**src/rtl/mips_run_controller_if.sv**
```systemverilog
// mips_run_controller_if
//   Groups the run-control request inputs, the observed core PC/instruction
//   and the controller status outputs.
//   master : debugger/core side (drives requests, PC, Instr)
//   slave  : mips_run_controller (drives Core_En, State, Halt_Cause,
//            Cycle_Count)
interface mips_run_controller_if #(
  parameter int unsigned WIDTH     = 32,
  parameter int unsigned CNT_WIDTH = 32
);
  logic                 Start;
  logic                 Stop;
  logic                 Step;
  logic                 BP_En;
  logic [WIDTH-1:0]     BP_Addr;
  logic [WIDTH-1:0]     PC;
  logic [WIDTH-1:0]     Instr;
  logic                 Core_En;
  logic [1:0]           State;
  logic [2:0]           Halt_Cause;
  logic [CNT_WIDTH-1:0] Cycle_Count;

  modport master (
    output Start, Stop, Step, BP_En, BP_Addr, PC, Instr,
    input  Core_En, State, Halt_Cause, Cycle_Count
  );

  modport slave (
    input  Start, Stop, Step, BP_En, BP_Addr, PC, Instr,
    output Core_En, State, Halt_Cause, Cycle_Count
  );
endinterface

```
**src/rtl/mips_run_controller.sv**
```systemverilog
// mips_run_controller
//   Execution sequencer for the single-cycle MIPS core. Owns Core_En, the
//   commit enable gating PC update, register-file write and data-memory
//   write. Starts, stops, single-steps and halts the core; halts on Stop,
//   PC breakpoint, halt instruction word or cycle watchdog and records why.
// Ports:
//   CLK  - rising-edge clock
//   RST  - synchronous active-high reset
//   ctl  - slave side of mips_run_controller_if:
//          in : Start, Stop, Step, BP_En, BP_Addr, PC, Instr
//          out: Core_En (comb), State, Halt_Cause (registered),
//               Cycle_Count (saturating count of Core_En cycles)
module mips_run_controller #(
  parameter int unsigned          WIDTH      = 32,
  parameter int unsigned          CNT_WIDTH  = 32,
  parameter logic [WIDTH-1:0]     HALT_WORD  = '1,
  parameter logic [CNT_WIDTH-1:0] WDOG_LIMIT = '0
) (
  input  logic                  CLK,
  input  logic                  RST,
  mips_run_controller_if.slave  ctl
);

  typedef enum logic [1:0] {
    S_IDLE   = 2'd0,
    S_RUN    = 2'd1,
    S_STEP   = 2'd2,
    S_HALTED = 2'd3
  } state_e;

  typedef enum logic [2:0] {
    C_NONE = 3'd0,
    C_STOP = 3'd1,
    C_BP   = 3'd2,
    C_HALT = 3'd3,
    C_STEP = 3'd4,
    C_WDOG = 3'd5
  } cause_e;

  state_e               state_q, state_d;
  cause_e               cause_q, cause_d;
  logic [CNT_WIDTH-1:0] cnt_q, cnt_d;
  logic                 skip_q, skip_d;

  cause_e               run_cause;
  logic                 is_halt_word;
  logic                 wdog_hit;
  logic                 cnt_clr;
  logic                 core_en;

  assign is_halt_word = (ctl.Instr == HALT_WORD);
  assign wdog_hit     = (WDOG_LIMIT != '0) && (cnt_q == WDOG_LIMIT);

  // Halt condition while running, highest priority first. The breakpoint
  // is masked on the first RUN cycle after a resume so the core can leave
  // the breakpoint PC.
  always_comb begin
    run_cause = C_NONE;
    if (ctl.Stop)
      run_cause = C_STOP;
    else if (is_halt_word)
      run_cause = C_HALT;
    else if (wdog_hit)
      run_cause = C_WDOG;
    else if (ctl.BP_En && (ctl.PC == ctl.BP_Addr) && !skip_q)
      run_cause = C_BP;
  end

  // State register
  always_ff @(posedge CLK) begin
    if (RST) begin
      state_q <= S_IDLE;
      cause_q <= C_NONE;
      cnt_q   <= '0;
      skip_q  <= 1'b0;
    end else begin
      state_q <= state_d;
      cause_q <= cause_d;
      cnt_q   <= cnt_d;
      skip_q  <= skip_d;
    end
  end

  // Next-state logic
  always_comb begin
    state_d = state_q;
    cause_d = cause_q;
    skip_d  = 1'b0;
    cnt_clr = 1'b0;
    case (state_q)
      S_IDLE: begin
        if (ctl.Start) begin
          state_d = S_RUN;
          cnt_clr = 1'b1;
        end else if (ctl.Step) begin
          state_d = S_STEP;
          cnt_clr = 1'b1;
        end
      end
      S_RUN: begin
        if (run_cause != C_NONE) begin
          state_d = S_HALTED;
          cause_d = run_cause;
        end
      end
      S_STEP: begin
        state_d = S_HALTED;
        cause_d = is_halt_word ? C_HALT : C_STEP;
      end
      S_HALTED: begin
        // Resuming onto a halt word would just re-halt, so stay put.
        if (cause_q != C_HALT) begin
          if (ctl.Start) begin
            state_d = S_RUN;
            cause_d = C_NONE;
            skip_d  = 1'b1;
          end else if (ctl.Step) begin
            state_d = S_STEP;
            cause_d = C_NONE;
          end
        end
      end
      default: state_d = S_IDLE;
    endcase

    if (cnt_clr)
      cnt_d = '0;
    else if (core_en && (cnt_q != '1))
      cnt_d = cnt_q + 1'b1;
    else
      cnt_d = cnt_q;
  end

  // Output logic
  always_comb begin
    core_en = 1'b0;
    if (!RST) begin
      if (state_q == S_RUN)
        core_en = (run_cause == C_NONE);
      else if (state_q == S_STEP)
        core_en = !is_halt_word;
    end
  end

  assign ctl.Core_En     = core_en;
  assign ctl.State       = state_q;
  assign ctl.Halt_Cause  = cause_q;
  assign ctl.Cycle_Count = cnt_q;

endmodule
```
**src/flat_wrapper.sv**
```systemverilog
// flat-port wrapper written by rule: the top's interface ports become plain ports
module mips_run_controller_flat 
#(
  parameter int unsigned          WIDTH      = 32,
  parameter int unsigned          CNT_WIDTH  = 32,
  parameter logic [WIDTH-1:0]     HALT_WORD  = '1,
  parameter logic [CNT_WIDTH-1:0] WDOG_LIMIT = '0
)
  (CLK, RST, ctl_Start, ctl_Stop, ctl_Step, ctl_BP_En, ctl_BP_Addr, ctl_PC, ctl_Instr, ctl_Core_En, ctl_State, ctl_Halt_Cause, ctl_Cycle_Count);
  mips_run_controller_if #(.WIDTH(WIDTH), .CNT_WIDTH(CNT_WIDTH)) ctl_i ();
  input  logic CLK;
  input  logic RST;
  input wire logic [$bits(ctl_i.Start)-1:0] ctl_Start;
  input wire logic [$bits(ctl_i.Stop)-1:0] ctl_Stop;
  input wire logic [$bits(ctl_i.Step)-1:0] ctl_Step;
  input wire logic [$bits(ctl_i.BP_En)-1:0] ctl_BP_En;
  input wire logic [$bits(ctl_i.BP_Addr)-1:0] ctl_BP_Addr;
  input wire logic [$bits(ctl_i.PC)-1:0] ctl_PC;
  input wire logic [$bits(ctl_i.Instr)-1:0] ctl_Instr;
  output wire logic [$bits(ctl_i.Core_En)-1:0] ctl_Core_En;
  output wire logic [$bits(ctl_i.State)-1:0] ctl_State;
  output wire logic [$bits(ctl_i.Halt_Cause)-1:0] ctl_Halt_Cause;
  output wire logic [$bits(ctl_i.Cycle_Count)-1:0] ctl_Cycle_Count;
  assign ctl_i.Start = ctl_Start;
  assign ctl_i.Stop = ctl_Stop;
  assign ctl_i.Step = ctl_Step;
  assign ctl_i.BP_En = ctl_BP_En;
  assign ctl_i.BP_Addr = ctl_BP_Addr;
  assign ctl_i.PC = ctl_PC;
  assign ctl_i.Instr = ctl_Instr;
  assign ctl_Core_En = ctl_i.Core_En;
  assign ctl_State = ctl_i.State;
  assign ctl_Halt_Cause = ctl_i.Halt_Cause;
  assign ctl_Cycle_Count = ctl_i.Cycle_Count;
  mips_run_controller #(.WIDTH(WIDTH), .CNT_WIDTH(CNT_WIDTH), .HALT_WORD(HALT_WORD), .WDOG_LIMIT(WDOG_LIMIT)) u_core (.CLK(CLK), .RST(RST), .ctl(ctl_i));
endmodule
```
**config.mk**
```make
export PLATFORM = sky130hd
export DESIGN_NAME = mips_run_controller_flat
export DESIGN_NICKNAME = d
export VERILOG_FILES = /design/src/rtl/mips_run_controller_if.sv /design/src/rtl/mips_run_controller.sv /design/src/flat_wrapper.sv
export SDC_FILE = /design/constraint.sdc
export NUM_CORES = 1
export LEC_CHECK = 0
export ABC_AREA = 1
export CAP_MARGIN = 15
export CORE_AREA = 2 2 88 90
export DETAILED_ROUTE_END_ITERATION = 8
export DIE_AREA = 0 0 90 92
export GPL_ROUTABILITY_DRIVEN = 0
export PLACE_DENSITY = 0.85
export SETUP_SLACK_MARGIN = 0.5
export SKIP_LAST_GASP = 1
export SLEW_MARGIN = 20
export SYNTH_ARGS = -nofsm -noshare
export SYNTH_HDL_FRONTEND = slang
export SYNTH_SLANG_ARGS = --single-unit
```
**constraint.sdc**
```tcl
create_clock -name CLK -period 4.9 [get_ports CLK]
set_input_delay 0.98 -clock CLK [delete_from_list [all_inputs] [get_ports CLK]]
set_output_delay 0.98 -clock CLK [all_outputs]
set_load 0.03 [all_outputs]
```
## After elaboration in Yosys (flattened, before gate mapping)

Index checks and enable logic that the tools add are counted.
W data, S select, Z words.

| cells by class | value |
|---|---|
| add/subtract/negate cells | 1 |
| equal/unequal tests | 10 |
| mux-type cells | 21 |
| bitwise logic cells | 2 |
| reduce and logical (&&, ||, !) cells | 13 |

Operators by type and width:

| kind | number |
|---|---|
| $add A32 B1 Y32 const B | 1 |
| $eq A32 B32 Y1 | 1 |
| $eq A32 B32 Y1 const B | 1 |
| $ne A32 B32 Y1 const B | 1 |
| $mux W3 | 7 |
| $mux W2 | 5 |
| $pmux W3 S3 | 1 |
| $pmux W2 S4 | 1 |
| $mux W1 | 7 |
| $reduce_bool A3 Y1 | 2 |
| $eq A2 B2 Y1 const B | 2 |
| $ne A2 B1 Y1 const B | 2 |
| $reduce_and A4 Y1 | 1 |
| $logic_and A1 B1 Y1 | 3 |
| $logic_not A3 Y1 | 1 |
| $ne A3 B2 Y1 const B | 1 |
| $ne A3 B3 Y1 const B | 1 |
| $reduce_or A3 Y1 | 1 |
| $eq A2 B1 Y1 const B | 1 |
| $logic_not A1 Y1 | 2 |
| $logic_not A2 Y1 | 1 |
| $not A1 Y1 | 2 |
| $reduce_and A2 Y1 | 1 |
| $reduce_or A2 Y1 | 1 |

| word-level totals | value |
|---|---|
| register bits | 38 |
| input bits | 102 |
| output and inout port bits | 38 |
| logic and storage cells | 51 |

## Longest topological paths before layout

| logic depth | value |
|---|---|
| depth after elaboration | 10 |
| gate-level depth with buffers | 16 |
| mapped depth without buffers | 15 |

## Worst setup path before layout

OpenSTA, ideal clock, no wires.

| timing | value |
|---|---|
| path kind | in2out |
| start point | input ctl_Instr[19] |
| end point | output ctl_Core_En |
| data arrival time | 2.019 ns |
| data required time | 3.920 ns |
| slack | 1.901 ns |
| stages on the path | 9 |
| path buffers | 0 |
| path through | nand2_1 -> inv_1 -> nand4_1 -> nor2_1 -> nand2_1 -> nand2_1 -> nor2_2 -> nand2_2 -> a21oi_1 |

| between the ends | value |
|---|---|
| longest elaborated chain between the ends | 6 |
| elaborated cells between the ends (all ways) | 8 |
| those cells by class | eq/ne: 1; mux: 5; reduce/logical: 2 |

RTL lines:

| element | RTL line | source |
|---|---|---|
| from (decl) | flat_wrapper.sv:19 | `input wire logic [$bits(ctl_i.Instr)-1:0] ctl_Instr;` |
| $eq A32 B32 Y1 (*) | mips_run_controller.sv:51 | `assign is_halt_word = (ctl.Instr == HALT_WORD);` |
| $mux W3 | mips_run_controller.sv:61 | `else if (is_halt_word)` |
| $mux W3 | mips_run_controller.sv:59 | `if (ctl.Stop)` |
| $logic_not A3 Y1 | mips_run_controller.sv:139 | `core_en = (run_cause == C_NONE);` |
| $mux W1 (*) | mips_run_controller.sv:138 | `if (state_q == S_RUN)` |
| $mux W1 (*) | mips_run_controller.sv:137 | `if (!RST) begin` |
| to (decl) | flat_wrapper.sv:20 | `output wire logic [$bits(ctl_i.Core_En)-1:0] ctl_Core_En;` |

Mark *: on every way between the ends. The rest lies on a longest branch, timed or not.

## Worst setup path in the final report

| timing | value |
|---|---|
| start point | input ctl_BP_Addr[14] |
| end point | output ctl_Core_En |

| between the ends | value |
|---|---|
| longest elaborated chain between the ends | 9 |

RTL lines:

| element | RTL line | source |
|---|---|---|
| from (decl) | flat_wrapper.sv:17 | `input wire logic [$bits(ctl_i.BP_Addr)-1:0] ctl_BP_Addr;` |
| $eq A32 B32 Y1 | mips_run_controller.sv:65 | `else if (ctl.BP_En && (ctl.PC == ctl.BP_Addr) && !skip_q)` |
| $logic_and A1 B1 Y1 (2 in series) | mips_run_controller.sv:65 |  |
| $mux W2 | mips_run_controller.sv:65 |  |
| $mux W3 | mips_run_controller.sv:61 |  |
| $mux W3 | mips_run_controller.sv:59 |  |
| $logic_not A3 Y1 | mips_run_controller.sv:139 |  |
| $mux W1 | mips_run_controller.sv:138 |  |
| $mux W1 | mips_run_controller.sv:137 |  |

Every way passes these cells.

==> impl_results.md <==
- Sw Share: 0.3360
- Ranking of synthesized cells by area: dfxtp_1 23%, nand2_1 20%, inv_1 9.5%, nand4_1 8.2%, xor2_1 6.8%
- Die area: 8280 um2
- Post-CTS setup buffers: 0
- Vias in the first global route: 3860
- Fill cells: 677
- Clock Skew: 0.006011 ns
- Slew headroom: 0.3660
- Final HPWL DP: 8.587 mm
- Layout Nets: 806
- First-pass GRT wire length: 17.95 mm
- Met2 Use GR: 0.4737
- Gr usage total: 0.2607
- Antenna diode count: 0
- Resized cells post-CTS: 0
- LEAKAGE: 2.003 nW
- Sequential share of the synthesized area: 0.2255
- Core area: 7447 um2
- Clk sinks: 38
- Post-synth EDFFs: 0
- Clk_lat worst skew: 0.30 ns
- R2R Setup Slk: 1.97 ns
- Setup Crit Path Kind: in2out
- Fmax achieved: 0.2565 GHz
- Largest net degree at the start of global routing: 38
- Via density: 5.125
- Worst-case reg-to-reg path depth: 9
- Gr ovfl total: 0
- Pre-CTS WS: 0.9930 ns
- Worst R2R End: u_core.ctl.Cycle_Count[14]$_SDFFE_PP0P_
- Total CTS buffers: 5
- Most frequent cells in the layout: 177 x nand2_1, 139 x clkdlybuf4s50_1, 85 x inv_1
- Worst-case clock buffer depth: 2
- Sequential share of power: 0.393
- Slew @ Worst Pin: 0.9499 ns
- Setup TNS: 0 ns
- Final setup fails: 0
- Yosys warns: 0
- Cts hold-fix bufs: 0
- Die H: 92 um
- Worst Setup EP: ctl_Core_En
- Post-synth design cell area: 3373 um2
- Post-synth net total: 676
- Fin. Hold Viols: 0
- Fraction of final layout cells sized beyond drive strength 1: 0.03582
- Area of the multi-input gates: 2173 um2
- Vias: 4100
- CTS tree: done
- P_int: 0.5551 mW
- Unrepaired setup endpoints after global routing: no
- # DRC: 0
- WL per Instance: 13.48 um
- Combinational power share: 0.361
- Cell Pwr Density: 172.2 nW/um2
- Die X: 90 um
- Setup ws final: 1.002 ns
- Synthesized netlist cell count: 568
- Fin crit period: 3.898 ns
- IO Pins: 140
- Root Driver: clkbuf_8
- Status: finished, final reports clean
- Initial core utilization: 0.4530
- Crit end category: primary output
- Clock transition at path regs: 0.06 ns
- Met1 Use GR: 0.3066
- Worst Setup SP: ctl_BP_Addr[14]
- H-Tree Depth: 2
- Critical Path Fanout Max: 3
- Layout Area Growth over Synthesis: 43.95%
- Placed Cells: 793
- Core Rows: 32
- Port buffer count: 139
- Post-Layout Cell Count: 800
- Busiest layer in global routing: met2
- Max VDD drop: 151.8 uV
- Pre-Repair DR Iteration Count: 5
- Final ANT Viol Nets: 0
- Routed Wire Length: 10.79 mm
- Syn avg cell area: 5.939 um2
- Final-report max-slew violation count: 0
- CP Data Arrival Time: 2.92 ns
- Crit path required time: 3.92 ns
- Clock network power share: 0.246
- Critical path launch point type: input pin
- Yosys top cell area share: 0.2255
- Ys async rst share: 0
- Maxcap violations: 0
- Hold Path Class: reg2reg
- #FFs+latches synth: 38
- Synth area leader: dfxtp_1
- Top FF cell, synth: dfxtp_1
- Yosys cell types: 34
- Initial antenna violation count: 0
- GRT met3 Usage: 0.05834
- Final worst path period share: 0.7955
- DRT iter0 DRCs: 248
- FF/Latch Area: 760.7 um2
- Most common cell after layout, fill and taps aside: nand2_1
- Reg-to-Reg Start: u_core.ctl.Cycle_Count[1]$_SDFFE_PP0P_
- Switching power total: 0.2809 mW
==> worst min path at each step <==
stage	start	end	cells past startpoint
2_1_floorplan	u_core.ctl.Cycle_Count[20]$_SDFFE_PP0P_	u_core.ctl.Cycle_Count[20]$_SDFFE_PP0P_	2
3_5_place_dp	u_core.ctl.Cycle_Count[29]$_SDFFE_PP0P_	u_core.ctl.Cycle_Count[29]$_SDFFE_PP0P_	2
3_3_place_gp	u_core.ctl.Cycle_Count[20]$_SDFFE_PP0P_	u_core.ctl.Cycle_Count[20]$_SDFFE_PP0P_	2
5_1_grt	u_core.ctl.Cycle_Count[29]$_SDFFE_PP0P_	u_core.ctl.Cycle_Count[29]$_SDFFE_PP0P_	2
6_report	u_core.ctl.Cycle_Count[29]$_SDFFE_PP0P_	u_core.ctl.Cycle_Count[29]$_SDFFE_PP0P_	2
4_1_cts	u_core.ctl.Cycle_Count[29]$_SDFFE_PP0P_	u_core.ctl.Cycle_Count[29]$_SDFFE_PP0P_	2
==> synthesized netlist by cell type, types with 2 or more instances <==
| cell type | count |
|---|---|
| nor4_1 | 4 |
| nand3_1 | 21 |
| buf_6 | 6 |
| nand2_1 | 177 |
| buf_2 | 3 |
| nand2_2 | 4 |
| nor3_1 | 17 |
| dfxtp_1 | 38 |
| nand4_1 | 44 |
| nand4_2 | 2 |
| a21oi_1 | 31 |
| inv_1 | 85 |
| nor2_2 | 4 |
| a21oi_2 | 2 |
| buf_1 | 3 |
| o21ai_0 | 6 |
| ha_1 | 6 |
| nor2_1 | 60 |
| xor2_1 | 26 |
| inv_2 | 2 |
| clkbuf_1 | 3 |
| xnor2_1 | 12 |
==> registers in the layout (all words and copies together) (netlist names) <==
register,flops
u_core.ctl.Cycle_Count,32
u_core.ctl.Halt_Cause,3
u_core.ctl.State,2
u_core.skip_q,1
==> power by group through the flow <==
stage	clock network, mW	logic, mW	registers [mW]
after global routing	0.221	0.330	0.330
after floorplan	0	0.145	0.355
after CTS	0.207	0.301	0.329
after global placement	0	0.289	0.335
final	0.206	0.301	0.328
after detailed placement	0	0.300	0.336
==> cells by family (layout without fill, tap and decap cells) <==
| kind of cell | Yosys count | in the layout | synth area share |
|---|---|---|---|
| flip-flops | 38 | 38 | 0.2255 |
| adder cells (fa/ha/maj) | 6 | 6 | 0.02225 |
| AND/OR/NAND/NOR | 340 | 340 | 0.4536 |
| buffers and inverters | 103 | 233 | 0.1302 |
| XOR/XNOR | 38 | 38 | 0.09866 |
| AO/OA/AOI/OAI | 43 | 43 | 0.06974 |
==> worst max-delay path: stages <==
cell and delay, ns:
clkdlybuf4s50_1 0.41, xnor2_1 0.26, nand2_1 0.10, nor2_1 0.10, nand2_1 0.05, nor2_1 0.11
nand3_2 0.13, nand2_2 0.11, a21oi_1 0.06, clkdlybuf4s50_1 0.61
==> layer usage <==
| metal | vias up | share of wire |
|---|---|---|
| met5 | - | 0 |
| met4 | 0 | 0.025 |
| met3 | 33 | 0.069 |
| met2 | 170 | 0.48 |
| met1 | 1822 | 0.42 |
| li1 | 2075 | - |
==> metrics by stage <==
step / hold WS (ns) / power (mW) / instance area (um2) / utilization
2_1_floorplan: 0.6062 / 0.4997 / 3373 / -
3_3_place_gp: 0.4858 / 0.6245 / 4780 / 0.6418
3_5_place_dp: 0.4978 / 0.6359 / 4780 / 0.6418
4_1_cts: 0.5102 / 0.8364 / 4856 / 0.6521
5_1_grt: 0.5435 / 0.8811 / 4856 / 0.6521
6_report: 0.5062 / 0.8360 / 4856 / 0.6521
==> final cells by class <==
type                            count  share of cell area
Clock buffer                        7             0.01572
Inverter                           87             0.06725
Multi-Input combinational cell    427              0.4476
Sequential cell                    38              0.1567
Tap cell                          102             0.02628
Timing Repair Buffer              139              0.2865
Note: power is estimated with default switching activity, not from simulation.
